==> src/rtl/uart_tx_if.sv <==
// Byte-request / serial-line bundle between a UART TX client and uart_tx.
// The client drives data and start; the transmitter returns line and status.
interface uart_tx_if #(
    parameter int DATA_WIDTH = 8
);
    logic [DATA_WIDTH-1:0] tx_data;
    logic                  tx_start;
    logic                  tx;
    logic                  tx_busy;
    logic                  tx_done;

    modport master (
        output tx_data,
        output tx_start,
        input  tx,
        input  tx_busy,
        input  tx_done
    );

    modport slave (
        input  tx_data,
        input  tx_start,
        output tx,
        output tx_busy,
        output tx_done
    );
endinterface

==> src/rtl/uart_tx.sv <==
// UART transmitter: start bit, LSB-first data, optional parity, stop bits.
// Line format and bit time mirror the UART receiver so the two loop back.
module uart_tx #(
    parameter int BIT_TIME   = 434,
    parameter int DATA_WIDTH = 8,
    parameter int PARITY_EN  = 0,
    parameter int PARITY_ODD = 0,
    parameter int STOP_BITS  = 1
) (
    input logic     clk,
    input logic     rst,
    uart_tx_if.slave bus
);
    localparam int CW = (BIT_TIME > 1) ? $clog2(BIT_TIME) : 1;
    localparam int IW = (DATA_WIDTH > 1) ? $clog2(DATA_WIDTH) : 1;

    typedef enum logic [2:0] {
        IDLE   = 3'd0,
        START  = 3'd1,
        DATA   = 3'd2,
        PARITY = 3'd3,
        STOP   = 3'd4,
        DONE   = 3'd5
    } state_t;

    state_t                state;
    logic [CW-1:0]         cnt;
    logic [IW-1:0]         idx;
    logic [DATA_WIDTH-1:0] shift;
    logic [DATA_WIDTH-1:0] shift_nx;
    logic                  par;
    logic                  stop_cnt;
    logic                  tx_r;
    logic                  busy_r;
    logic                  done_r;

    logic end_bit;
    logic last_bit;
    logic last_stop;
    logic accept;
    logic par_in;

    assign end_bit   = (cnt == CW'(BIT_TIME - 1));
    assign last_bit  = (idx == IW'(DATA_WIDTH - 1));
    assign last_stop = (stop_cnt == 1'(STOP_BITS - 1));
    assign shift_nx  = shift >> 1;
    assign par_in    = (^bus.tx_data) ^ (PARITY_ODD != 0);
    assign accept    = bus.tx_start && (state == IDLE || state == DONE);

    // Outputs are registered alongside the state, so each transition also
    // sets the line level the new state will present.
    always_ff @(posedge clk or negedge rst) begin
        if (!rst) begin
            state    <= IDLE;
            cnt      <= '0;
            idx      <= '0;
            shift    <= '0;
            par      <= 1'b0;
            stop_cnt <= 1'b0;
            tx_r     <= 1'b1;
            busy_r   <= 1'b0;
            done_r   <= 1'b0;
        end else begin
            done_r <= 1'b0;
            if (accept) begin
                state    <= START;
                shift    <= bus.tx_data;
                par      <= par_in;
                cnt      <= '0;
                idx      <= '0;
                stop_cnt <= 1'b0;
                tx_r     <= 1'b0;
                busy_r   <= 1'b1;
            end else begin
                case (state)
                    IDLE: begin
                        tx_r   <= 1'b1;
                        busy_r <= 1'b0;
                    end
                    START: begin
                        cnt <= end_bit ? '0 : cnt + CW'(1);
                        if (end_bit) begin
                            state <= DATA;
                            tx_r  <= shift[0];
                        end
                    end
                    DATA: begin
                        cnt <= end_bit ? '0 : cnt + CW'(1);
                        if (end_bit) begin
                            shift <= shift_nx;
                            idx   <= idx + IW'(1);
                            if (!last_bit) begin
                                tx_r <= shift_nx[0];
                            end else if (PARITY_EN != 0) begin
                                state <= PARITY;
                                tx_r  <= par;
                            end else begin
                                state <= STOP;
                                tx_r  <= 1'b1;
                            end
                        end
                    end
                    PARITY: begin
                        cnt <= end_bit ? '0 : cnt + CW'(1);
                        if (end_bit) begin
                            state <= STOP;
                            tx_r  <= 1'b1;
                        end
                    end
                    STOP: begin
                        cnt <= end_bit ? '0 : cnt + CW'(1);
                        if (end_bit) begin
                            if (last_stop) begin
                                state    <= DONE;
                                stop_cnt <= 1'b0;
                                busy_r   <= 1'b0;
                                done_r   <= 1'b1;
                            end else begin
                                stop_cnt <= stop_cnt + 1'b1;
                            end
                        end
                    end
                    DONE: begin
                        state  <= IDLE;
                        tx_r   <= 1'b1;
                        busy_r <= 1'b0;
                    end
                    default: begin
                        state  <= IDLE;
                        cnt    <= '0;
                        idx    <= '0;
                        tx_r   <= 1'b1;
                        busy_r <= 1'b0;
                    end
                endcase
            end
        end
    end

    assign bus.tx      = tx_r;
    assign bus.tx_busy = busy_r;
    assign bus.tx_done = done_r;
endmodule

==> src/flat_wrapper.sv <==
// flat-port wrapper written by rule: the top's interface ports become plain ports
module uart_tx_flat 
#(
    parameter int BIT_TIME   = 434,
    parameter int DATA_WIDTH = 8,
    parameter int PARITY_EN  = 0,
    parameter int PARITY_ODD = 0,
    parameter int STOP_BITS  = 1
)
  (clk, rst, bus_tx_data, bus_tx_start, bus_tx, bus_tx_busy, bus_tx_done);
  uart_tx_if #(.DATA_WIDTH(DATA_WIDTH)) bus_i ();
  input logic clk;
  input logic rst;
  input wire logic [$bits(bus_i.tx_data)-1:0] bus_tx_data;
  input wire logic [$bits(bus_i.tx_start)-1:0] bus_tx_start;
  output wire logic [$bits(bus_i.tx)-1:0] bus_tx;
  output wire logic [$bits(bus_i.tx_busy)-1:0] bus_tx_busy;
  output wire logic [$bits(bus_i.tx_done)-1:0] bus_tx_done;
  assign bus_i.tx_data = bus_tx_data;
  assign bus_i.tx_start = bus_tx_start;
  assign bus_tx = bus_i.tx;
  assign bus_tx_busy = bus_i.tx_busy;
  assign bus_tx_done = bus_i.tx_done;
  uart_tx #(.BIT_TIME(BIT_TIME), .DATA_WIDTH(DATA_WIDTH), .PARITY_EN(PARITY_EN), .PARITY_ODD(PARITY_ODD), .STOP_BITS(STOP_BITS)) u_core (.clk(clk), .rst(rst), .bus(bus_i));
endmodule
==> config.mk <==
export PLATFORM = sky130hd
export DESIGN_NAME = uart_tx_flat
export DESIGN_NICKNAME = d
export VERILOG_FILES = /design/src/rtl/uart_tx_if.sv /design/src/rtl/uart_tx.sv /design/src/flat_wrapper.sv
export SDC_FILE = /design/constraint.sdc
export NUM_CORES = 1
export LEC_CHECK = 0
export ABC_CLOCK_PERIOD_IN_PS = 1800
export CAP_MARGIN = 10
export CORE_MARGIN = 5
export CORE_UTILIZATION = 45
export CTS_BUF_LIST = sky130_fd_sc_hd__clkbuf_16
export DETAILED_ROUTE_END_ITERATION = 12
export MAX_ROUTING_LAYER = met4
export PLACE_DENSITY = 0.66
export SLEW_MARGIN = 20
export SYNTH_ARGS = -nofsm -noshare
export SYNTH_HDL_FRONTEND = slang
export SYNTH_SLANG_ARGS = --single-unit
export TNS_END_PERCENT = 50
==> constraint.sdc <==
create_clock -name clk -period 1.8 [get_ports clk]
set_clock_uncertainty 0.1 [all_clocks]
set_input_delay 0.36 -clock clk [delete_from_list [all_inputs] [get_ports clk]]
set_output_delay 0.36 -clock clk [all_outputs]
set_load 0.005 [all_outputs]
After elaboration in Yosys (flattened, before gate mapping)
Index checks and enable logic that the tools add are counted.
{"block": "totals", "regBits": 27, "wordCells": 80, "in_bits": 11}
{"block": "classes", "n_mux": 35, "eq_ne": 18, "add_sub_neg": 3, "reduce_logical": 16}
{"operator": "3-bit two-way mux", "count": 9}
{"operator": "8-bit two-way mux", "count": 3}
{"operator": "9-bit two-way mux", "count": 2}
{"operator": "9-bit one-hot mux with 2 select lines", "count": 1}
{"operator": "1-bit two-way mux", "count": 16}
{"operator": "3-bit by 1-bit inequality test with 1-bit output, second input constant", "count": 5}
{"operator": "3-bit one-hot mux with 5 select lines", "count": 1}
{"operator": "2-bit by 1-bit inequality test with 1-bit output, second input constant", "count": 5}
{"operator": "9-bit by 1-bit adder with 9-bit output, second input constant", "count": 1}
{"operator": "3-bit == test, second input constant", "count": 3}
{"operator": "9-bit == test, second input constant", "count": 1}
{"operator": "7-bit AND reduction", "count": 1}
{"operator": "3-bit by 2-bit == test with 1-bit output, second input constant", "count": 2}
{"operator": "3-bit one-hot mux with 2 select lines", "count": 1}
{"operator": "2-bit AND reduction", "count": 3}
{"operator": "2-bit nonzero test", "count": 3}
{"operator": "5-bit OR reduction", "count": 1}
{"operator": "1-bit one-hot mux with 4 select lines", "count": 1}
{"operator": "4-bit AND reduction", "count": 1}
{"operator": "4-bit OR reduction", "count": 1}
{"operator": "3-bit by 1-bit adder with 3-bit output, second input constant", "count": 1}
{"operator": "3-bit by 1-bit == test with 1-bit output, second input constant", "count": 1}
{"operator": "3-bit zero test", "count": 1}
{"operator": "3-bit inequality test, second input constant", "count": 1}
{"operator": "other kinds (7)", "count": 7}

Depth between registers and ports, before layout
{"block": "depth", "word_depth": 5, "depth_mapped": 7, "ltp_nobuf": 6}

Least setup slack after synthesis
No wires, ideal clock.
{"block": "synth_path", "path_kind": "reg2reg", "from": "reg u_core.cnt[1]", "to": "reg u_core.idx[0]", "setup_ps": 125, "arrival_time_ps": 1495, "period_less_slack_ps": 1719, "path_slack_ps": 81, "path_stages_with_launch": 7, "cell_sequence": "dfrtp_1 > inv_1 > ha_1 > and4b_1 > and2_1 > o211ai_1 > mux2_2"}
{"block": "synth_between", "elab_chain_len": 3}
{"element": "start, declared", "line_no": "uart_tx.sv:27", "source": "logic [CW-1:0] cnt;"}
{"element": "start signal, assigned", "line_no": "uart_tx.sv:81", "source": "cnt <= end_bit ? '0 : cnt + CW'(1);"}
{"element": "start signal, assigned", "line_no": "uart_tx.sv:88", "source": "cnt <= end_bit ? '0 : cnt + CW'(1);"}
{"element": "start signal, assigned", "line_no": "uart_tx.sv:104", "source": "cnt <= end_bit ? '0 : cnt + CW'(1);"}
{"element": "9-bit == test", "line_no": "uart_tx.sv:43", "source": "assign end_bit = (cnt == CW'(BIT_TIME - 1));"}
{"element": "3-bit by 1-bit inequality test with 1-bit output (no source line)"}
{"element": "2-bit AND reduction (no source line)"}
{"element": "end signal, assigned", "line_no": "uart_tx.sv:91", "source": "idx <= idx + IW'(1);"}
{"element": "end, declared", "line_no": "uart_tx.sv:28", "source": "logic [IW-1:0] idx;"}
No other way between the ends.
A chain may end at the register's enable or synchronous reset.

Final worst setup path
{"block": "layout_path", "from": "reg u_core.tx_r (netlist: u_core.bus.tx)", "to": "out bus_tx"}
{"element": "start, declared", "line_no": "uart_tx.sv:33", "source": "logic tx_r;"}
{"element": "start signal, assigned", "line_no": "uart_tx.sv:84", "source": "tx_r <= shift[0];"}
{"element": "start signal, assigned", "line_no": "uart_tx.sv:93", "source": "tx_r <= shift_nx[0];"}
{"element": "start signal, assigned", "line_no": "uart_tx.sv:96", "source": "tx_r <= par;"}
{"element": "end, declared", "line_no": "flat_wrapper.sv:16", "source": "output wire logic [$bits(bus_i.tx)-1:0] bus_tx;"}
No word-level cell between the ends.

==> key figures <==
Synth
  • Synth top area share: 44.21%
  • Synth unique cells: 39
  • Ys async rst share: 100.0%
  • Synth top area cells: dfrtp_1, a21oi_1, mux2i_1
  • Syn nets: 158
  • Most common cell in the netlist: dfrtp_1
  • Top_reg_cell synth: dfrtp_1
  • EDFF count, synth: 0
  • Synth area leader: dfrtp_1
  • Total number of yosys warnings: 0
  • Gate Count Post-Synth: 143
  • Synth top cells by count: dfrtp_1, a21oi_1, nor2_1
  • Yosys reg bits: 26
  • Mean Syn Cell Area: 9.896 sq um
  • Post-Syn Area: 1415 sq um
  • Seq/Total Area, Yosys: 46.07%

Worst setup path
  • R2R Setup Slk: 0.04 ns
  • Cells along the critical path: clkdlybuf4s50_1
  • CP Launch Type: flop
  • Worst r2r src: u_core.cnt[1]
  • Max incr delay on CP: 0.55 ns
  • CP Data Arrival Time: 1.31 ns
  • Crit path capture type: output pin
  • Critical path's slowest cell: dfstp_2
  • Data required, critical path: 1.34 ns
  • Crit Path Class: flop to output pin
  • Delay-heaviest family, CP: flip-flops
  • Reg-to-reg endpoint: u_core.idx[0]
  • Path depth of the worst reg2reg path: 6
  • CP bufs+invs: 1
  • Crit-path max FO: 3

STA
  • # setup viols final: 0
  • Slew HR: 77.19%
  • Minimum clock period: 1.773 ns
  • FMAX: 564.1 MHz
  • Endpoints failing hold: 0
  • WHS: 0.3652 ns
  • Worst-Margin Slew: 0.3422 ns
  • Unrepaired setup endpoints after global routing: yes
  • Period utilisation layout: 98.49%
  • Slew Viols, Final: 0
  • Fin worst setup slack: 0.02724 ns

Global route
  • Global-route wire length before repair: 4864 um
  • Vias in the first global route: 1124
  • Initial antenna violation count: 0
  • Gr ovfl total: 0
  • GRT Util Overall: 14.63%
  • Pin count of the biggest net entering global routing: 27

Clocking
  • CTS tree: yes
  • Clk buf depth: 2
  • Root Driver: clkbuf_16
  • Clk_lat worst skew: 0.26 ns
  • Clock transition at path regs: 0.06 ns
  • Cts bufs inserted: 3
  • Clock tree sinks: 26
  • H-tree lvl count: 1

Pwr
  • Gate power share: 3.6%
  • Clk pwr share: 43.7%
  • Psw: 204.9 uW
  • Max IR drop VDD: 0.0006035 V
  • Cell-internal power: 904.3 uW
  • Leak: 0.8399 nW
  • Sequential power share: 52.7%
  • Switch share: 18.47%
  • Power density cells: 623.8 nW/um^2

Floorplan
  • # IOs: 14
  • Num rows: 20
  • Die Wd: 66.08 um
  • Die Ht: 66.08 um
  • Starting Density: 46.74%
  • Die ar.: 4366 sq um
  • Core Area: 3028 sq um

Outcome
  • Status: finished, final reports clean

Place
  • Pre-CTS setup slack: -0.03084 ns
  • HPWL after DPL: 2031 um
  • Gpl congestion: 0.7735
  • PortBufs: 13

Layout
  • Fin nets: 185
  • N_diodes: 0
  • Layout area overhead: 25.64%
  • Share of cells above drive strength 1: 16.57%
  • Fillcell total: 278

Detailed routing
  • Pre-Repair DR Iteration Count: 2
  • Routed vias: 1121
  • Detailed Route WL: 2722 um
  • Via density: 5.263
  • DRC: 0
  • Routed WL per cell: 12.78 um
  • Initial DRC count: 65
  • Antenna-violating nets left: 0

Min path
  • Type of the worst min-delay path: primary input to async pin

Run
  • Max-Cap Viols: 0
-- cells by family (layout without fill, tap and decap cells) --
kind of cell	Yosys count	after routing	synth area share [%]
adders and majority gates	4	4	3.537
buffers and inverters	10	36	3.801
muxes	8	8	5.747
AOI/OAI and AO/OA	43	43	20.69
DFF	26	26	46.07
and+or+nand+nor	51	51	19.54
xor gates and xnor gates	1	1	0.6190
-- flip-flops by register name (all words and copies together) (netlist names) --
signal,flops
u_core.bus.tx_done,1
u_core.bus.tx,1
u_core.idx,3
u_core.cnt,9
u_core.bus.tx_busy,1
u_core.shift,8
u_core.state,3
-- layout make-up --
cell class,count,area (sq um),share of cell area [%]
clock buffers,3,75.07,4.222
clock inverters,1,3.754,0.2111
inverters,4,15.01,0.8445
multi-input cells,107,721.9,40.61
flip-flops and latches,26,651.9,36.66
well taps,44,55.05,3.096
repair buffers,28,255.2,14.36
-- power groups by stage --
stage               combinational (mW)  clock [mW]  sequential, mW
floorplan                      0.00265           0           0.595
global placement                0.0400           0           0.595
detailed placement              0.0408           0           0.595
CTS                             0.0413       0.502           0.584
global route                    0.0445       0.523           0.584
finish                          0.0399       0.485           0.584
-- routing by layer --
layer	routed length, um	vias to the layer above	track usage [%]
li1	-	567	-
met1	1198	536	16.91
met2	1393	14	24.91
met3	99	4	4.252
met4	30	0	3.807
met5	0	-	-
-- worst max-delay path by stage --
stage / start / to / slack, ns / cells after the start
global placement: u_core.cnt[1] / u_core.idx[0] / 0.004 / 6
CTS: u_core.bus.tx / bus_tx / 0.02 / 1
floorplan: u_core.cnt[1] / u_core.idx[0] / 0.08 / 6
finish: u_core.bus.tx / bus_tx / 0.03 / 1
global route: u_core.cnt[1] / u_core.idx[0] / -0.04 / 6
detailed placement: u_core.cnt[1] / u_core.idx[0] / -0.03 / 6
-- through the flow --
step	power, mW	instances	instance area, sq um	TNS [ns]	utilization (%)
3_5_place_dp	0.6360	209	1687	-0.06217	55.70
5_1_grt	1.151	213	1778	-0.07077	58.72
3_3_place_gp	0.6352	209	1687	0	55.70
2_1_floorplan	0.5980	143	1415	0	-
6_report	1.109	213	1778	0	58.72
4_1_cts	1.127	213	1769	0	58.43
-- placed cells by master (no fill, tap or decap), drive strengths merged, types with 3 or more instances in the layout --
cell type | netlist | layout
a21oi | 14 | 14
a22o | 3 | 3
a31oi | 4 | 4
buf | 2 | 15
clkbuf | 4 | 3
clkdlybuf4s50 | 0 | 13
dfrtp | 25 | 25
ha | 4 | 4
inv | 4 | 4
mux2i | 7 | 7
nand2 | 12 | 12
nand2b | 3 | 3
nand3 | 4 | 4
nand4 | 3 | 3
nor2 | 13 | 13
nor3 | 5 | 5
o21a | 3 | 3
o21ai | 7 | 7
-- repair_timing --
item | 4_1_cts | 5_1_grt
endpoints found under the setup margin | 8 | 11
buffers inserted | 0 | 0
hold buffers | 0 | 0
resized for setup | 2 | 1
No activity file was read; power rests on OpenSTA's default activity.
